<file path="src/rtl/data_memory_ctrl.sv">
// rtl/data_memory_ctrl.sv - clocked little-endian byte-addressed data memory with valid/ready requests
// Define DMEM_SPLIT_EN to make misaligned accesses legal, split over two cycles when they span rows.
module data_memory_ctrl #(
    parameter int DEPTH_BYTES = 128,
    parameter int ADDR_W      = 32,
    parameter int DATA_W      = 32
) (
    input  logic              CLK,
    input  logic              RST_n,
    input  logic              req_valid,
    output logic              req_ready,
    input  logic              req_we,
    input  logic [1:0]        req_size,
    input  logic              req_signed,
    input  logic [ADDR_W-1:0] req_addr,
    input  logic [31:0]       req_wdata,
    output logic              rsp_valid,
    output logic [31:0]       rsp_rdata,
    output logic              rsp_err
);
    localparam int ROWS  = DEPTH_BYTES / 4;
    localparam int ROW_W = (ROWS > 1) ? $clog2(ROWS) : 1;
    localparam logic [ADDR_W:0] DEPTH_LIM = (ADDR_W + 1)'(DEPTH_BYTES);

    if (DATA_W != 32) begin : g_bad_data_w
        $error("data_memory_ctrl: DATA_W must be 32");
    end
    if (DEPTH_BYTES < 4 || (DEPTH_BYTES & (DEPTH_BYTES - 1)) != 0) begin : g_bad_depth
        $error("data_memory_ctrl: DEPTH_BYTES must be a power of two and at least 4");
    end

    typedef enum logic [0:0] {IDLE = 1'b0, SPLIT2 = 1'b1} state_t;
    state_t state, state_nxt;

    logic [31:0] mem [ROWS];

    logic [2:0]       req_n;
    logic [ADDR_W:0]  req_end;
    logic             req_err;
    logic             req_span;

    logic [ROW_W-1:0] sv_row;
    logic [1:0]       sv_lane;
    logic [1:0]       sv_size;
    logic             sv_we;
    logic             sv_signed;
    logic [31:0]      sv_wdata;
    logic [31:0]      acc;

    logic             fire;
    logic             op_phase;
    logic             op_we;
    logic             op_signed;
    logic             op_err;
    logic             op_last;
    logic [1:0]       op_lane;
    logic [1:0]       op_size;
    logic [2:0]       op_n;
    logic [ROW_W-1:0] op_row;
    logic [31:0]      op_wdata;

    logic [1:0]       lane_k [4];
    logic [1:0]       byte_lane [4];
    logic [3:0]       lane_en;
    logic [31:0]      wr_data;
    logic [31:0]      rd_row;
    logic [31:0]      acc_nxt;
    logic [31:0]      ld_val;

    function automatic logic [2:0] size_bytes(input logic [1:0] s);
        case (s)
            2'b00:   return 3'd1;
            2'b01:   return 3'd2;
            default: return 3'd4;
        endcase
    endfunction

    assign req_n   = size_bytes(req_size);
    // Last byte address at one extra bit so a high address cannot wrap into range.
    assign req_end = {1'b0, req_addr} + {{(ADDR_W - 2){1'b0}}, req_n - 3'd1};

    always_comb begin
        req_err = (req_size == 2'b11) || (req_end >= DEPTH_LIM);
`ifndef DMEM_SPLIT_EN
        if ((req_size == 2'b01 && req_addr[0]) ||
            (req_size == 2'b10 && req_addr[1:0] != 2'b00)) begin
            req_err = 1'b1;
        end
`endif
    end

`ifdef DMEM_SPLIT_EN
    assign req_span = ({1'b0, req_addr[1:0]} + req_n) > 3'd4;
`else
    assign req_span = 1'b0;
`endif

    assign req_ready = RST_n && (state == IDLE);

    always_ff @(posedge CLK or negedge RST_n) begin
        if (!RST_n) begin
            state <= IDLE;
        end else begin
            state <= state_nxt;
        end
    end

    // In SPLIT2 the saved request drives the second row; otherwise the live request does.
    always_comb begin
        fire      = req_valid && req_ready;
        op_phase  = 1'b0;
        op_we     = req_we;
        op_size   = req_size;
        op_signed = req_signed;
        op_lane   = req_addr[1:0];
        op_row    = req_addr[ROW_W+1:2];
        op_wdata  = req_wdata;
        op_err    = req_err;
        op_last   = req_err || !req_span;
        state_nxt = state;
        if (state == SPLIT2) begin
            fire      = 1'b1;
            op_phase  = 1'b1;
            op_we     = sv_we;
            op_size   = sv_size;
            op_signed = sv_signed;
            op_lane   = sv_lane;
            op_row    = sv_row + ROW_W'(1);
            op_wdata  = sv_wdata;
            op_err    = 1'b0;
            op_last   = 1'b1;
            state_nxt = IDLE;
        end else if (fire && !op_last) begin
            state_nxt = SPLIT2;
        end
    end

    assign op_n   = size_bytes(op_size);
    assign rd_row = mem[op_row];

    // Lane l holds request byte k = l - lane0; lanes below lane0 belong to the next row.
    always_comb begin
        lane_en = '0;
        wr_data = '0;
        acc_nxt = '0;
        for (int l = 0; l < 4; l++) begin
            lane_k[l]    = 2'(l) - op_lane;
            byte_lane[l] = op_lane + 2'(l);
            lane_en[l]   = fire && ({1'b0, lane_k[l]} < op_n) && ((2'(l) >= op_lane) != op_phase);
            wr_data[8*l +: 8] = op_wdata[8*lane_k[l] +: 8];
        end
        for (int k = 0; k < 4; k++) begin
            if (lane_en[byte_lane[k]]) begin
                acc_nxt[8*k +: 8] = rd_row[8*byte_lane[k] +: 8];
            end else if (op_phase) begin
                acc_nxt[8*k +: 8] = acc[8*k +: 8];
            end
        end
    end

    always_comb begin
        case (op_n)
            3'd1:    ld_val = {{24{op_signed & acc_nxt[7]}}, acc_nxt[7:0]};
            3'd2:    ld_val = {{16{op_signed & acc_nxt[15]}}, acc_nxt[15:0]};
            default: ld_val = acc_nxt;
        endcase
    end

    always_ff @(posedge CLK) begin
        if (fire && op_we && !op_err) begin
            for (int l = 0; l < 4; l++) begin
                if (lane_en[l]) begin
                    mem[op_row][8*l +: 8] <= wr_data[8*l +: 8];
                end
            end
        end
    end

    always_ff @(posedge CLK or negedge RST_n) begin
        if (!RST_n) begin
            rsp_valid <= 1'b0;
            rsp_rdata <= '0;
            rsp_err   <= 1'b0;
            acc       <= '0;
            sv_row    <= '0;
            sv_lane   <= '0;
            sv_size   <= '0;
            sv_we     <= 1'b0;
            sv_signed <= 1'b0;
            sv_wdata  <= '0;
        end else begin
            rsp_valid <= fire && op_last;
            rsp_err   <= fire && op_last && op_err;
            rsp_rdata <= (fire && op_last && !op_we && !op_err) ? ld_val : '0;
            if (fire) begin
                acc <= acc_nxt;
            end
            if (state == IDLE && fire) begin
                sv_row    <= op_row;
                sv_lane   <= req_addr[1:0];
                sv_size   <= req_size;
                sv_we     <= req_we;
                sv_signed <= req_signed;
                sv_wdata  <= req_wdata;
            end
        end
    end
endmodule

</file>
<file path="config.mk">
export PLATFORM = sky130hd
export DESIGN_NAME = data_memory_ctrl
export DESIGN_NICKNAME = d
export VERILOG_FILES = /design/src/rtl/data_memory_ctrl.sv
export SDC_FILE = /design/constraint.sdc
export NUM_CORES = 1
export LEC_CHECK = 0
export CORE_MARGIN = 4
export CORE_UTILIZATION = 30
export DETAILED_ROUTE_END_ITERATION = 8
export HOLD_SLACK_MARGIN = 0.02
export PLACE_DENSITY = 0.48
export REMOVE_ABC_BUFFERS = 1
export SETUP_SLACK_MARGIN = 0.05
export SYNTH_ARGS = -nofsm -noshare
export SYNTH_HDL_FRONTEND = slang
export SYNTH_SLANG_ARGS = --single-unit
</file>
<file path="constraint.sdc">
create_clock -name CLK -period 2.3 [get_ports CLK]
set_input_delay 0.46 -clock CLK [delete_from_list [all_inputs] [get_ports CLK]]
set_output_delay 0.46 -clock CLK [all_outputs]
set_load 0.01 [all_outputs]
</file>
After elaboration in Yosys (flattened, before gate mapping)
Memory sizes are Yosys's and may differ from the RTL's. Cells that the tools add are included.

Flip-flop bits (word level): 34. Bits in writable memories: 1024. Input bits: 71. Output and inout bits: 35. Word-level logic and storage cells: 91. Memories kept: 1.

Memories: mem (words 32, bits a word 32, read ports 1, clocked after Yosys merged registers in 0, write ports 1, RTL line 35) `logic [31:0] mem [ROWS];`.

Add/sub/neg operators: 9. $lt $le $gt $ge: 13. Equal/unequal tests: 5. Shifts and indexed selects: 8. Multiplexer cells: 28. Bitwise gates (word level): 2. Reduce and logical (&&, ||, !) cells: 22.

Operators by type and width (count): 32-bit by 6-bit indexed part select with 8-bit output (8); 32-bit case mux with 2 select lines (1); 32-bit by 3-bit adder with 33-bit output (1); 33-bit by 8-bit greater-or-equal comparator with 1-bit output (second input constant) (1); 32-bit 2-to-1 mux (1); 8-bit 2-to-1 mux (4); 1-bit 2-to-1 mux (17); 1-bit logical AND (16); 2-bit by 3-bit < comparator with 1-bit output (4); 2-bit by 3-bit < comparator with 1-bit output (second input constant) (4); 1-bit binary-select mux with 2-bit select (4); 3-bit case mux with 2 select lines (1); 2-bit adder (second input constant) (2); 2-bit == test (second input constant) (2); 1-bit by 2-bit greater-or-equal comparator with 1-bit output (first input constant) (2); 2-bit greater-or-equal comparator (first input constant) (2); 1-bit by 2-bit subtractor with 2-bit output (first input constant) (2); 2-bit subtractor (first input constant) (2); 3-bit by 1-bit == test with 1-bit output (second input constant) (1); 3-bit by 2-bit == test with 1-bit output (second input constant) (1); 3-bit by 1-bit subtractor with 3-bit output (second input constant) (1); 2-bit by 1-bit adder with 2-bit output (second input constant) (1); 1-bit AND (2); 2-bit by 1-bit == test with 1-bit output (second input constant) (1); 4 further kinds (6).

Depth between registers and ports, before layout
Gate-level depths: netlist (run 1).

Depth in word-level cells: 11. Gate-level depth with buffers: 16. Mapped depth without buffers: 12.

Least setup slack after synthesis (run 1)
OpenSTA, ideal clock, no wires.

Path kind: input port to flip-flop. Start: in req_addr[0]. End: mem mem[10][16], enable pin. Library setup time: 395 ps. Arrival: 4534 ps. Data required time: 1905 ps. Path slack: -2628 ps. Stages on the path: 12. Path buffers: 4. Cell sequence: clkbuf_1 -> inv_1 -> buf_1 -> buf_1 -> ha_1 -> clkbuf_1 -> clkinv_1 -> ha_1 -> a21o_1 -> a211oi_1 -> nand2_1 -> nor4_1.

Word-level cells in the longest chain between the ends: 8. Elaborated cells on any way between the ends: 18. Those cells by class: add/sub: 2; order compare: 3; mux: 4; reduce/logical: 9.

RTL lines: from (decl) (RTL line 15) `input logic [ADDR_W-1:0] req_addr,`; 32-bit by 3-bit adder with 33-bit output / 2-bit nonzero test (equally long branches) (RTL line 80, 86); 33-bit by 8-bit greater-or-equal comparator with 1-bit output / 1-bit logical AND (equally long branches) (RTL line 83, 86); 1-bit logical OR (on tied branches) (RTL line 83, 85); 1-bit 2-to-1 mux (RTL line 85) `if ((req_size == 2'b01 && req_addr[0]) ||`; 1-bit logical NOT (RTL line 170) `if (fire && op_we && !op_err) begin`; 1-bit logical AND (RTL line 170); 1-bit 2-to-1 mux * (RTL line 170); 1-bit 2-to-1 mux (implied by the code) * (RTL line 173) `mem[op_row][8*l +: 8] <= wr_data[8*l +: 8];`; to (decl) (RTL line 35).

Every way passes the cells marked *; elsewhere a longest branch is shown, timed or not.

Final worst setup path (run 1)
Start: in req_size[1]. End: mem mem[27][22], enable pin.

Word-level cells in the longest chain between the ends: 11. Elaborated cells on any way between the ends: 21. Those cells by class: add/sub: 2; order compare: 2; eq/ne: 3; mux: 5; reduce/logical: 9.

RTL lines: from (decl) (RTL line 13) `input logic [1:0] req_size,`; 2-bit by 1-bit == test with 1-bit output / 2-bit logical NOT (equally long branches) (RTL line 71, 85); 3-bit case mux with 2 select lines (RTL line 71) `case (s)`; 3-bit by 1-bit subtractor with 3-bit output (RTL line 80) `assign req_end = {1'b0, req_addr} + {{(ADDR_W - 2){1'b0}}, req_n - 3'd1};`; 32-bit by 3-bit adder with 33-bit output (RTL line 80); 33-bit by 8-bit greater-or-equal comparator with 1-bit output (RTL line 83) `req_err = (req_size == 2'b11) || (req_end >= DEPTH_LIM);`; 1-bit logical OR (RTL line 83); 1-bit 2-to-1 mux (RTL line 85); 1-bit logical NOT (RTL line 170); 1-bit logical AND (RTL line 170); 1-bit 2-to-1 mux * (RTL line 170); 1-bit 2-to-1 mux (implied by the code) * (RTL line 173).

Marks and branches as above.

==> flow_summary_export.csv, run 1 <==
group,metric,value,unit
cts,ctsHtreeMaxLevel,3,
placement,gp_routability_congestion,0.906,
outcome,outcome,"finished, violations left",
synth,synth_area_leaders,"sky130_fd_sc_hd__edfxtp_1, sky130_fd_sc_hd__mux2i_1, sky130_fd_sc_hd__a22oi_1, sky130_fd_sc_hd__dfrtp_1, sky130_fd_sc_hd__mux4_2",
layout,finish.instance_area,59300,um2
outcome,violations,"negative setup slack",
sta,fin_ws,-0.989,ns
setup_path,worst-r2r-cell-count,15,
setup_path,endpoint_kind,"flip-flop",
placement,placement.io_buffers,105,
route,routed_wire_length_per_instance,29.7,um
pwr,p_int,33.1,mW
global_route,grt.total_usage,20.3,%
synth,synth_top_flop_cell,"sky130_fd_sc_hd__edfxtp_1",
floorplan,chipWidth,390,um
layout,flow.area_growth_from_synthesis,35.6,%
hold_path,holdCritPathClass,"in -> reg",
setup_path,critical_path.startpoint,"req_size[1]",
placement,placed_area,52500,um2
synth,synth-adder-area-share,0.389,%
cts,clk_pin_slew,0.06,ns
synth,yosys_warnings,0,
synth,yosysTopAreaCellShare,70.3,%
synth,netlist_top_cells_count,"sky130_fd_sc_hd__edfxtp_1, sky130_fd_sc_hd__mux2i_1, sky130_fd_sc_hd__a22oi_1",
sta,slew-limit-headroom,41.4,%
global_route,first_pass_grt_wire_length,220000,um
route,drc_errors,0,
sta,max_clock_freq,304,MHz
placement,place_inst,5089,
sta,timing.final.max_slew_violations,0,
cts,clk_root_buffer_cell,"sky130_fd_sc_hd__clkbuf_16",
pwr,clock_power_share,40.1,%
cts,worst_skew_pair.late_latency,0.71,ns
cts,cts_tree,"done",
synth,netlist_area,43700,um2
route,route.antenna.remaining_nets,0,
layout,finish.cell_count_without_fillers,5388,
layout,multi_input_comb_area,13200,um2
pwr,comb_power_share,10.1,%
pwr,p_sw,10.1,mW
setup_path,timing_worst_setup_path_type,"in -> reg",
floorplan,placeable_core_region,144000,um2
synth,synth_mux_area_share,14.4,%
floorplan,die-area,152000,um2
layout,antenna_cells,0,
route,drt_iter0_drc,3316,
floorplan,die-height,390,um
hold_path,holdCritStartpoint,"req_size[1]",
pwr,worst_ir_drop_on_vdd,0.548,mV
sta,finalWorstPathRequiredPeriod,3.29,ns
pwr,power,43.1,mW
setup_path,crit_path_max_incr_delay,0.54,ns
synth,most_instantiated_library_cell_after_synthesis,"sky130_fd_sc_hd__edfxtp_1",
pwr,swShare,23.3,%
pwr,leakage,21.6,nW
sta,clock-skew-final,0.0243,ns
sta,timing_worst_slew_pin_value,0.879,ns
setup_path,timing.critical_path.to,"mem[27][22]",
synth,synth_compound_gate_area_share,5.56,%
setup_path,timing.rr.end,"rsp_rdata[30]",
setup_path,list_of_cells_traversed_by_the_critical_path,"buf_8 > nor2_4 > inv_2 > ha_4 > fa_2 > a21oi_4 > or4_4 > or3b_1 > a21oi_2 > o22ai_2 > a2111oi_4 > buf_6 > nand3_4 > buf_8 > buf_16 > buf_12 > nor2_4",
setup_path,crit_required,2.66,ns
setup_path,critical_path.max_fanout,8,
route,total_wirelength_of_the_detailed_routed_design,160000,um
global_route,grt_overflow_total,0,
placement,detailedPlace.worstSlack,-3.11,ns
flow_run,timing.max_cap.violations,0,
placement,dp_hpwl,111000,um
setup_path,worst-endpoint-arrival,3.65,ns
synth,synth-async-reset-ratio,3.21,%
pwr,p_per_area,728,nW/um2
sta,finalCritPeriodShare,143,%
route,first_pass_iters,5,
cts,clkSinkCount,1058,
layout,final_net_count,3486,
global_route,first_global_vias,28600,
layout,sequential_cell_area,31600,um2
layout,layout_cell_share_with_drive_strength_beyond_1,32.4,%
synth,ys_seq_area_share,72.3,%
synth,synth_top_area_cell,"sky130_fd_sc_hd__edfxtp_1",
floorplan,top_ports,106,
route,via_per_inst,5.35,
pwr,sequentialPowerShare,49.9,%
sta,report.final.setup_viol,1057,
setup_path,rr_startpoint,"mem[12][31]",
sta,final.setup.tns,-915.31,ns
cts,clock_tree.buffer_depth,3,
synth,synth.distinct_cells,65,
synth,synth_xor_area_share,0.140,%
floorplan,fp-row-count,139,
floorplan,start_util,30.3,%
setup_path,r2r_setup_slack,-0.71,ns
synth,yosys_register_bits,1058,
global_route,initial_antenna_violation_count,4,
layout,num-fill-cells,12900,
synth,syn_area_per_cell,16.6,um2
synth,combinational_family_with_the_most_area_after_synthesis,"multiplexers",
synth,synth_edf_count,1024,
cts,cts_buf_count,111,
global_route,grt_max_degree,55,
setup_path,timing.critical_path.slowest_stage_cell,"sky130_fd_sc_hd__or4_4",
synth,synthSimpleGateAreaFrac,5.51,%
setup_path,startpoint_type,"input pin",
synth,synthesized_netlist_cell_count,2639,
route,vias,28800,
sta,hold_viol,0,
sta,grt_setup_unrepaired,"yes",
## state kept, by name, summed over array words and instances (netlist names)
signal and flops:
rsp_rdata 32, rsp_err 1, mem 1024, rsp_valid 1
## repair_timing
item | CTS | global route
setup endpoints to repair | 1569 | 1567
setup buffers | 68 | 23
pin swaps | 97 | 36
endpoints found under the hold margin | 34 | 0
gates resized for setup | 320 | 140
gates cloned | 6 | 7
hold buffers | 2 | 0
## per-layer routing
| metal | part of all wire [%] | GRT usage [%] |
|---|---|---|
| met3 | 8.0 | 3.04 |
| met5 | 0 | 0 |
| met1 | 44 | 29.2 |
| met2 | 45 | 31.8 |
| met4 | 3.0 | 5.84 |
## cell usage in the layout, fill, tap and decap left out, types with 7 or more instances in the layout
cell / instances
sky130_fd_sc_hd__a211oi_1: 7
sky130_fd_sc_hd__a21oi_1: 16
sky130_fd_sc_hd__a22oi_1: 193
sky130_fd_sc_hd__and2_1: 9
sky130_fd_sc_hd__buf_12: 107
sky130_fd_sc_hd__buf_16: 12
sky130_fd_sc_hd__buf_4: 504
sky130_fd_sc_hd__buf_6: 79
sky130_fd_sc_hd__buf_8: 14
sky130_fd_sc_hd__bufinv_16: 8
sky130_fd_sc_hd__clkbuf_1: 18
sky130_fd_sc_hd__clkbuf_16: 120
sky130_fd_sc_hd__clkdlybuf4s50_1: 88
sky130_fd_sc_hd__clkinv_1: 30
sky130_fd_sc_hd__clkinv_2: 13
sky130_fd_sc_hd__dfrtp_1: 34
sky130_fd_sc_hd__edfxtp_1: 1024
sky130_fd_sc_hd__ha_1: 11
sky130_fd_sc_hd__inv_1: 7
sky130_fd_sc_hd__mux2i_1: 544
sky130_fd_sc_hd__mux2i_2: 8
sky130_fd_sc_hd__mux4_2: 32
sky130_fd_sc_hd__nand2_1: 51
sky130_fd_sc_hd__nand3_1: 16
sky130_fd_sc_hd__nand4_1: 59
sky130_fd_sc_hd__nor2_1: 65
sky130_fd_sc_hd__nor2_4: 41
sky130_fd_sc_hd__nor2b_1: 7
sky130_fd_sc_hd__nor3_1: 21
sky130_fd_sc_hd__nor3_2: 18
sky130_fd_sc_hd__nor3_4: 43
sky130_fd_sc_hd__nor4_1: 16
sky130_fd_sc_hd__nor4_2: 7
sky130_fd_sc_hd__nor4_4: 31
sky130_fd_sc_hd__o21ai_0: 7
sky130_fd_sc_hd__o22ai_1: 63
sky130_fd_sc_hd__o22ai_2: 8
## power groups by stage
stage	clock, mW	sequential (mW)	combinational (mW)
floorplan	0	21.9	1.28
global placement	0	21.9	4.01
detailed placement	0	21.9	4.04
CTS	17.5	21.5	4.17
global route	18.4	21.5	4.49
finish	17.3	21.5	4.34
## through the flow
| stage | utilization, % | hold slack [ns] |
|---|---|---|
| after floorplan | - | 0.164 |
| after global placement | 36.4 | 0.571 |
| after detailed placement | 36.4 | 0.587 |
| after CTS | 40.4 | 0.112 |
| after global routing | 41.1 | 0.138 |
| final | 41.1 | 0.155 |
## worst max-delay path: cells and delay by family
family	cells	cell delay, ns
AO/OA/AOI/OAI	4	0.59
adder cells (fa/ha/maj)	2	0.39
buffers and inverters	6	0.82
AND/OR/NAND/NOR	5	1.36
## layout make-up
type | count | area share [%]
inverters | 11 | 0.0697
multi-input cells | 1395 | 22.3
clock buffers | 135 | 4.98
clock inverters | 61 | 0.874
repair buffers | 825 | 14.4
flip-flops and latches | 1058 | 53.3
well taps | 1903 | 4.02
## worst min path at each step
stage / cells past startpoint / endpoint
3_5_place_dp: 2 / rsp_rdata[22]
2_1_floorplan: 0 / rsp_err
4_1_cts: 3 / rsp_rdata[25]
6_report: 3 / rsp_rdata[25]
3_3_place_gp: 2 / rsp_rdata[4]
5_1_grt: 3 / rsp_rdata[25]
## kinds of logic (layout without fill, tap and decap cells)
logic type | after synthesis | count (layout)
xor+xnor | 7 | 7
mux | 587 | 587
other cells | 1 | 1
flops | 1058 | 1058
fa+ha+maj | 13 | 13
compound gates | 337 | 337
simple gates | 450 | 450
buf+inv | 186 | 1032
No activity file was read; power rests on OpenSTA's default activity.
==> inputs of run 2 (changes only) <==
--- a/config.mk
+++ b/config.mk
@@ -9,7 +9,7 @@
 export CORE_UTILIZATION = 30
 export DETAILED_ROUTE_END_ITERATION = 8
 export HOLD_SLACK_MARGIN = 0.02
-export PLACE_DENSITY = 0.48
+export PLACE_DENSITY = 0.47
 export REMOVE_ABC_BUFFERS = 1
 export SETUP_SLACK_MARGIN = 0.05
 export SYNTH_ARGS = -nofsm -noshare
==> run 2 against run 1 <==
Net effect: the run still ends with negative setup slack left; worst hold slack got worse by 0.052 ns; via count about the same; wire length grew 1.6%; non-clock buffer count decreased by 13; setup slack better by 0.036 ns; clock skew is 0.010 ns higher; utilization decreased by 0.13 points.
==> flow_summary_export.csv, run 2 (synthesis gave the netlist of run 1 again) <==
group,metric,value,unit
setup_path,list_of_cells_traversed_by_the_critical_path,"buf_4 > buf_4 > buf_4 > buf_6 > nand4b_1 > buf_4 > o22ai_1 > buf_4 > nor4_1 > nand2_1 > buf_4 > mux2i_2 > o32ai_2 > a311oi_2 > buf_6 > nor3_1 > buf_4",
cts,cts_tree,"done",
sta,grt_setup_unrepaired,"yes",
sta,fin_ws,-0.953,ns
route,routed_wire_length_per_instance,30.2,um
sta,report.final.setup_viol,1105,
route,drt_iter0_drc,3556,
sta,finalWorstPathRequiredPeriod,3.25,ns
route,first_pass_iters,6,
sta,hold_viol,0,
floorplan,placeable_core_region,144000,um2
pwr,leakage,21.6,nW
floorplan,fp-row-count,139,
layout,final_net_count,3474,
cts,ctsHtreeMaxLevel,3,
cts,clk_pin_slew,0.06,ns
global_route,first_global_vias,28700,
cts,clk_root_buffer_cell,"sky130_fd_sc_hd__clkbuf_16",
setup_path,rr_startpoint,"mem[27][23]",
sta,final.setup.tns,-847.32,ns
layout,layout.cells.most_common,"sky130_fd_sc_hd__edfxtp_1",
cts,clock_tree.buffer_depth,3,
cts,cts_buf_count,112,
placement,dp_hpwl,115000,um
floorplan,die-height,390,um
sta,clock-skew-final,0.0347,ns
route,route.antenna.remaining_nets,0,
flow_run,timing.max_cap.violations,0,
global_route,grt_overflow_total,0,
setup_path,critical_path.startpoint,"req_addr[4]",
sta,max_clock_freq,307,MHz
layout,multi_input_comb_area,13200,um2
outcome,outcome,"finished, violations left",
placement,placement.io_buffers,105,
layout,layout_cell_share_with_drive_strength_beyond_1,32.1,%
layout,largestRegisters,"mem: 1024 flops, rsp_rdata: 32 flops",
sta,finalCritPeriodShare,141,%
setup_path,worst-endpoint-arrival,3.85,ns
setup_path,endpoint_kind,"flip-flop",
route,total_wirelength_of_the_detailed_routed_design,163000,um
pwr,p_per_area,738,nW/um2
floorplan,start_util,30.3,%
layout,max_flop_register,"mem",
global_route,grt_max_degree,35,
global_route,first_pass_grt_wire_length,225000,um
layout,num-fill-cells,12900,
placement,gp_routability_congestion,0.954,
floorplan,chipWidth,390,um
setup_path,crit_required,2.89,ns
route,drc_errors,0,
setup_path,timing.critical_path.slowest_stage_cell,"sky130_fd_sc_hd__nand4b_1",
setup_path,crit_path_max_incr_delay,0.29,ns
route,vias,28800,
sta,timing_worst_slew_pin_value,0.958,ns
setup_path,timing_worst_setup_path_type,"in -> reg",
floorplan,top_ports,106,
setup_path,cp_dominant_cell_by_count,"sky130_fd_sc_hd__buf_4",
cts,worst_skew_pair.late_latency,0.74,ns
layout,layout.cells.most_common_list,"sky130_fd_sc_hd__edfxtp_1, sky130_fd_sc_hd__mux2i_1, sky130_fd_sc_hd__buf_4",
placement,detailedPlace.worstSlack,-3.06,ns
layout,flow.area_growth_from_synthesis,35.1,%
outcome,violations,"negative setup slack",
sta,timing.final.max_slew_violations,0,
global_route,initial_antenna_violation_count,5,
layout,number_of_flip_flops_in_the_largest_register,1024,
pwr,worst_ir_drop_on_vdd,0.733,mV
sta,slew-limit-headroom,35.9,%
floorplan,die-area,152000,um2
cts,clkSinkCount,1058,
hold_path,holdCritStartpoint,"req_size[1]",
setup_path,startpoint_type,"input pin",
global_route,grt.total_usage,20.9,%
hold_path,holdCritPathClass,"in -> reg",
route,via_per_inst,5.35,
setup_path,critical_path.max_fanout,15,
layout,sequential_cell_area,31600,um2
run 2: per-stage QoR:
stage | hold slack [ns] | total power, mW | util (%) | instance area [um2] | cells
2_1_floorplan | 0.164 | 23.2 | - | 43000 | 2464
3_3_place_gp | 0.587 | 25.9 | 36.4 | 52500 | 5102
3_5_place_dp | 0.582 | 25.9 | 36.4 | 52500 | 5102
4_1_cts | 0.0481 | 43.8 | 40.0 | 57600 | 5361
5_1_grt | 0.0951 | 44.9 | 41.0 | 59100 | 5388
6_report | 0.103 | 43.6 | 41.0 | 59100 | 5391
run 2: what timing repair did:
item,4_1_cts,5_1_grt
setup buffers,44,24
endpoints found under the hold margin,34,0
pin swaps,58,88
hold buffers,2,0
gates cloned,4,3
resized for setup,214,259
endpoints found under the setup margin,1487,1159
run 2: final timing paths:
kind / endpoint / slack [ns] / cells after the start
worst max-delay path: rsp_rdata[20] / -0.95 / 17
worst min-delay path: rsp_rdata[25] / 0.10 / 3
worst max register to register: rsp_rdata[20] / -0.74 / 12
worst min register to register: rsp_rdata[5] / 1.27 / 7
max in group asynchronous: rsp_rdata[26] / 1.70 / 4
min in group asynchronous: rsp_rdata[1] / 0.34 / 4
run 2: metal layers:
metal | vias up | share of wire (%) | global-route usage (%)
li1 | 12200 | - | -
met1 | 14900 | 43 | 29.6
met2 | 1500 | 45 | 32.2
met3 | 237 | 9.1 | 4.52
met4 | 0 | 3.0 | 6.42
met5 | - | 0 | 0
run 2: cell type report:
type / count / share of cell area, %
Sequential cell: 1058 / 53.5
Tap cell: 1903 / 4.03
Clock buffer: 143 / 5.01
Multi-Input combinational cell: 1395 / 22.3
Timing Repair Buffer: 812 / 14.0
Inverter: 11 / 0.0699
Clock inverter: 66 / 1.09
Antenna cell: 3 / 0.0127
run 2: report_power, final:
part | total (mW) | switching (mW) | leakage [nW] | internal (mW)
combinational | 4.23 | 2.70 | 10.2 | 1.53
sequential | 21.5 | 0.000929 | 9.67 | 21.5
clock | 17.9 | 7.65 | 1.75 | 10.2
run 2: worst max-delay path: cells and delay by family:
kind	cells	cell delay [ns]
buffers and inverters	9	1.75
and+or+nand+nor	4	0.77
muxes	1	0.26
AOI/OAI and AO/OA	3	0.57
